### src/rtl/fft_twiddle_addr_seq_pkg.sv
// Shared FFT definitions: default transform size, tag widths, sequencer
// state encoding and the packed twiddle-ROM stage base offset.
package fft_twiddle_addr_seq_pkg;

  localparam int N_LOG2_DEF = 5;
  localparam int ADDR_W_DEF = 5;
  localparam int STAGE_W    = 3;

  typedef enum logic [1:0] {
    ST_IDLE  = 2'd0,
    ST_RUN   = 2'd1,
    ST_DRAIN = 2'd2,
    ST_DONE  = 2'd3
  } fsm_state_e;

  // Stage s owns ROM words 2^s-1 .. 2^(s+1)-2 in the packed layout.
  function automatic int unsigned stage_base(input logic [STAGE_W-1:0] s);
    return (32'd1 << s) - 32'd1;
  endfunction

endpackage

### src/rtl/fft_twiddle_addr_seq.sv
// Twiddle address sequencer: walks every stage/butterfly of a radix-2 DIT FFT,
// addresses the registered twiddle ROMs and emits a tag aligned to ROM data.
module fft_twiddle_addr_seq
  import fft_twiddle_addr_seq_pkg::*;
#(
  parameter int N_LOG2 = N_LOG2_DEF,
  parameter int ADDR_W = ADDR_W_DEF
) (
  input  logic                 clk,
  input  logic                 rst_n,
  input  logic                 start,
  output logic                 busy,
  output logic                 done,
  output logic [ADDR_W-1:0]    rom_addr,
  output logic                 tw_valid,
  input  logic                 tw_ready,
  output logic [STAGE_W-1:0]   tw_stage,
  output logic [N_LOG2-2:0]    tw_bfly,
  output logic                 tw_last,
  output fsm_state_e           dbg_state
);

  // Handshake: a beat (ROM data + tag) transfers on a cycle where
  // tw_valid && tw_ready; once tw_valid rises it and the beat hold until then.

  localparam int                 BW         = N_LOG2 - 1;
  localparam logic [BW-1:0]      BFLY_LAST  = {BW{1'b1}};
  localparam logic [STAGE_W-1:0] STAGE_LAST = STAGE_W'(N_LOG2 - 1);

  fsm_state_e          state_q, state_d;
  logic [STAGE_W-1:0]  stage_q, stage_d;
  logic [BW-1:0]       bfly_q, bfly_d;
  logic [ADDR_W-1:0]   iss_addr_q, iss_addr_d;
  logic                tw_valid_q, tw_valid_d;
  logic [STAGE_W-1:0]  tw_stage_q, tw_stage_d;
  logic [BW-1:0]       tw_bfly_q, tw_bfly_d;
  logic                tw_last_q, tw_last_d;
  logic [ADDR_W-1:0]   out_addr_q, out_addr_d;

  logic                stall;
  logic                iss_last;
  logic [ADDR_W-1:0]   base_d;

  assign stall    = tw_valid_q && !tw_ready;
  assign iss_last = (stage_q == STAGE_LAST) && (bfly_q == BFLY_LAST);

  always_comb begin
    state_d    = state_q;
    stage_d    = stage_q;
    bfly_d     = bfly_q;
    tw_valid_d = tw_valid_q;
    tw_stage_d = tw_stage_q;
    tw_bfly_d  = tw_bfly_q;
    tw_last_d  = tw_last_q;
    out_addr_d = out_addr_q;
    case (state_q)
      ST_IDLE: begin
        if (start) begin
          state_d = ST_RUN;
          stage_d = '0;
          bfly_d  = '0;
        end
      end
      ST_RUN: begin
        if (!stall) begin
          tw_valid_d = 1'b1;
          tw_stage_d = stage_q;
          tw_bfly_d  = bfly_q;
          tw_last_d  = iss_last;
          out_addr_d = iss_addr_q;
          if (iss_last) begin
            state_d = ST_DRAIN;
          end else begin
            bfly_d = bfly_q + BW'(1);
            if (bfly_q == BFLY_LAST) stage_d = stage_q + STAGE_W'(1);
          end
        end
      end
      ST_DRAIN: begin
        if (tw_valid_q && tw_ready) begin
          tw_valid_d = 1'b0;
          tw_last_d  = 1'b0;
          state_d    = ST_DONE;
        end
      end
      ST_DONE: begin
        state_d = ST_IDLE;
        stage_d = '0;
        bfly_d  = '0;
      end
      default: state_d = ST_IDLE;
    endcase
    // j mod 2^s is j masked by 2^s-1, which is the stage base itself.
    base_d     = ADDR_W'(stage_base(stage_d));
    iss_addr_d = base_d + (ADDR_W'(bfly_d) & base_d);
  end

  always_ff @(posedge clk or negedge rst_n) begin
    if (!rst_n) begin
      state_q    <= ST_IDLE;
      stage_q    <= '0;
      bfly_q     <= '0;
      iss_addr_q <= '0;
      tw_valid_q <= 1'b0;
      tw_stage_q <= '0;
      tw_bfly_q  <= '0;
      tw_last_q  <= 1'b0;
      out_addr_q <= '0;
    end else begin
      state_q    <= state_d;
      stage_q    <= stage_d;
      bfly_q     <= bfly_d;
      iss_addr_q <= iss_addr_d;
      tw_valid_q <= tw_valid_d;
      tw_stage_q <= tw_stage_d;
      tw_bfly_q  <= tw_bfly_d;
      tw_last_q  <= tw_last_d;
      out_addr_q <= out_addr_d;
    end
  end

  // The ROMs read every cycle with no enable, so a stalled beat must re-present
  // its own address to keep data_out stable into the next cycle.
  assign rom_addr  = stall ? out_addr_q : iss_addr_q;
  assign busy      = (state_q != ST_IDLE);
  assign done      = (state_q == ST_DONE);
  assign tw_valid  = tw_valid_q;
  assign tw_stage  = tw_stage_q;
  assign tw_bfly   = tw_bfly_q;
  assign tw_last   = tw_last_q;
  assign dbg_state = state_q;

endmodule

### config.mk
export PLATFORM = sky130hd
export DESIGN_NAME = fft_twiddle_addr_seq
export DESIGN_NICKNAME = d
export VERILOG_FILES = /design/src/rtl/fft_twiddle_addr_seq_pkg.sv /design/src/rtl/fft_twiddle_addr_seq.sv
export SDC_FILE = /design/constraint.sdc
export NUM_CORES = 1
export LEC_CHECK = 0
export CORE_MARGIN = 5
export CORE_UTILIZATION = 25
export DETAILED_ROUTE_END_ITERATION = 7
export SKIP_LAST_GASP = 1
export SLEW_MARGIN = 5
export SYNTH_ARGS = -nofsm -noshare
export SYNTH_HDL_FRONTEND = slang
export SYNTH_SLANG_ARGS = --single-unit
### constraint.sdc
create_clock -name clk -period 4.5 [get_ports clk]
set_input_delay 1.35 -clock clk [delete_from_list [all_inputs] [get_ports clk]]
set_output_delay 1.35 -clock clk [all_outputs]
set_load 0.1 [all_outputs]
==> flow_metrics.env <==
export IMPL_avgRoutedWirePerCell_um=13.0
export IMPL_hold_path_depth=2
export IMPL_post_dp_hpwl_um=2720
export IMPL_synth_warnings=0
export IMPL_gp_congestion=0.883
export IMPL_fin_skew_ns=0.00550
export IMPL_num_antenna_cells=0
export IMPL_critical_path_class="input port to register"
export IMPL_grt_use_total_pct=8.84
export IMPL_pwr_share_clk_pct=13.6
export IMPL_syn_nets=178
export IMPL_detail_route_drc_violations=0
export IMPL_slew_violations=0
export IMPL_hold_class="register to register"
export IMPL_ant_nets=0
export IMPL_seq_area_frac_synth_pct=43.0
export IMPL_htree_num_levels=1
export IMPL_area_growth_syn_to_layout_pct=28.2
export IMPL_p_total_w=0.00150
export IMPL_ys_types=47
export IMPL_firstDrtPassIters=4
export IMPL_via_count=1270
export IMPL_switching_share_pct=51.7
export IMPL_insertion_delay_ns=0.29
export IMPL_avgViaCountPerCell=4.70
export IMPL_worstMarginPinSlew_ns=0.981
export IMPL_cts_setup_buffers=0
export IMPL_irDropWorstVdd_mv=0.257
export IMPL_drt_initial_drc_count=86
export IMPL_syn_inst=165
export IMPL_fin_crit_ns=4.05
export IMPL_p_comb_share_pct=62.1
export IMPL_fin_area_sq_um=2090
export IMPL_rsz0062_at_grt="no"
export IMPL_clockBufferDepth=2
export IMPL_ios=22
export IMPL_max_freq_mhz=247
export IMPL_layout_common_cells="nand2_1 (30), dfrtp_1 (28), clkdlybuf4s50_1 (16)"
export IMPL_ctsHoldBuffers=0
export IMPL_cp_max_fo=6
export IMPL_fin_nets=207
export IMPL_antenna_found_initial=0
export IMPL_p_sw_w=0.000776
export IMPL_routed_wl_um=3510
export IMPL_die_area_sq_um=8230
export IMPL_setup_tns_ns=0
export IMPL_grt_start_max_net_pins=29
export IMPL_layout_drive_gt1_share_pct=21.2
export IMPL_maxCapViolCount=0
export IMPL_coreArea_sq_um=6350
export IMPL_cts_tree="done"
export IMPL_rows=29
export IMPL_syn_area_per_cell_sq_um=9.87
export IMPL_reg2regPathDepth=12
export IMPL_post_cts_resized=0
export IMPL_post_dp_cell_area_sq_um=2020
export IMPL_postSynth_asyncResetShare_pct=100
export IMPL_clock_sinks=28
export IMPL_synth_edf_count=0
export IMPL_synth_flop_cell="dfrtp_1"
export IMPL_grt_ovfl_total=0
export IMPL_path_clk_slew_ns=0.10
export IMPL_hold_viol=0
export IMPL_grt_pass1_vias=1209
export IMPL_synth_seq_cells=28
export IMPL_setup_viol=0
export IMPL_layout_commonest_cell="nand2_1"
export IMPL_grt_pass1_wl_um=5910
export IMPL_crit_path_start_kind="input port"
export IMPL_numCtsBuffers=3
export IMPL_required_ns=4.68
export IMPL_leakage_nw=0.963
export IMPL_io_buffer_count=21
export IMPL_relSlewSlack_pct=34.4
export IMPL_die_h_um=90.7
export IMPL_start_util_pct=25.7
export IMPL_p_per_area_nw_per_um2=719
export IMPL_status="finished, final reports clean"
export IMPL_crit_path_end_kind="register"
export IMPL_fin_crit_sh_pct=90.0
export IMPL_synth_cell_area_sq_um=1630
export IMPL_die_w_um=90.7
export IMPL_crit_arrival_ns=4.23
export IMPL_intPower_w=0.000725
export IMPL_cts_root_buf="clkbuf_8"
export IMPL_sequentialPowerShare_pct=24.3
-- worst max-delay path, stage by stage --
cell	delay, ns
clkdlybuf4s50_1	0.47
nand2b_1	0.21
a31o_1	0.22
o221a_4	0.23
inv_2	0.06
nor2_2	0.11
nand2_1	0.07
ha_1	0.32
nor2_1	0.06
ha_1	0.19
a2111o_1	0.37
or3_1	0.31
a32o_1	0.25
-- cell type report --
cell class / instances / area, sq um
inverter: 13 / 48.8
clock buffer: 3 / 41.3
timing repair buffer: 30 / 328
clock inverter: 1 / 30.0
sequential: 28 / 701
tap: 77 / 96.3
fill: 627 / 4260
multi-input combinational: 118 / 843
-- Yosys cell counts, types with 2 or more instances --
master,count,area share (%)
a21oi_1,6,1.8
a2bb2oi_1,2,1.1
a41oi_1,2,1.1
and3_1,2,0.77
buf_2,2,0.61
clkbuf_1,2,0.46
dfrtp_1,28,43
ha_1,9,6.9
inv_1,12,2.8
mux2_2,10,6.9
nand2_1,30,6.9
nand3_1,7,2.2
nor2_1,6,1.4
nor2_2,3,1.2
nor2b_1,2,0.77
nor3_1,3,0.92
o21ai_0,6,1.8
or3_1,2,0.77
xnor2_1,3,1.6
-- power groups by stage --
stage	Sequential [W]	Clock (W)	Combinational, W
final	0.000365	0.000205	0.000932
after global routing	0.000374	0.000220	0.000993
after CTS	0.000367	0.000211	0.000939
after detailed placement	0.000372	0	0.000938
after global placement	0.000369	0	0.000930
after floorplan	0.000565	0	0.000502
-- path summary, 6_finish.rpt --
check / from / to / slack (ns)
worst max-delay path: tw_ready / iss_addr_q[4] / 0.45
worst min-delay path: tw_stage[0] / tw_stage[0] / 0.49
worst max register to register: dbg_state[1] / iss_addr_q[4] / 1.15
worst min register to register: tw_stage[0] / tw_stage[0] / 0.49
max in group asynchronous: rst_n / stage_q[1] / 2.80
min in group asynchronous: rst_n / bfly_q[2] / 1.43
-- through the flow --
stage	cells	utilization (%)	hold WS, ns	worst slack (ns)
CTS	270	32.9	0.497	0.460
detailed placement	266	31.8	0.474	0.153
global placement	266	31.8	0.465	0.186
global route	270	32.9	0.524	0.318
floorplan	165	-	0.479	0.621
finish	270	32.9	0.488	0.452
-- sequential cells by signal, indices dropped and copies added (netlist names) --
register,cells
tw_last,1
tw_stage,3
dbg_state,2
tw_valid,1
bfly_q,4
tw_bfly,4
iss_addr_q,5
stage_q,3
out_addr_q,5
-- logic make-up after synthesis --
| kind of cell | share of synthesized area [%] |
|---|---|
| xor+xnor | 1.61 |
| simple gates | 20.6 |
| mux | 7.53 |
| buf+inv | 5.22 |
| flops | 43.0 |
| fa+ha+maj | 6.91 |
| compound gates | 15.1 |
-- routing by layer --
layer  share of wire, %  global-route usage [%]
met2                 51                    15.0
met3                2.5                    1.33
met5                  0                       0
met4                2.4                    4.84
met1                 44                    10.6
No activity file was read; power rests on OpenSTA's default activity.
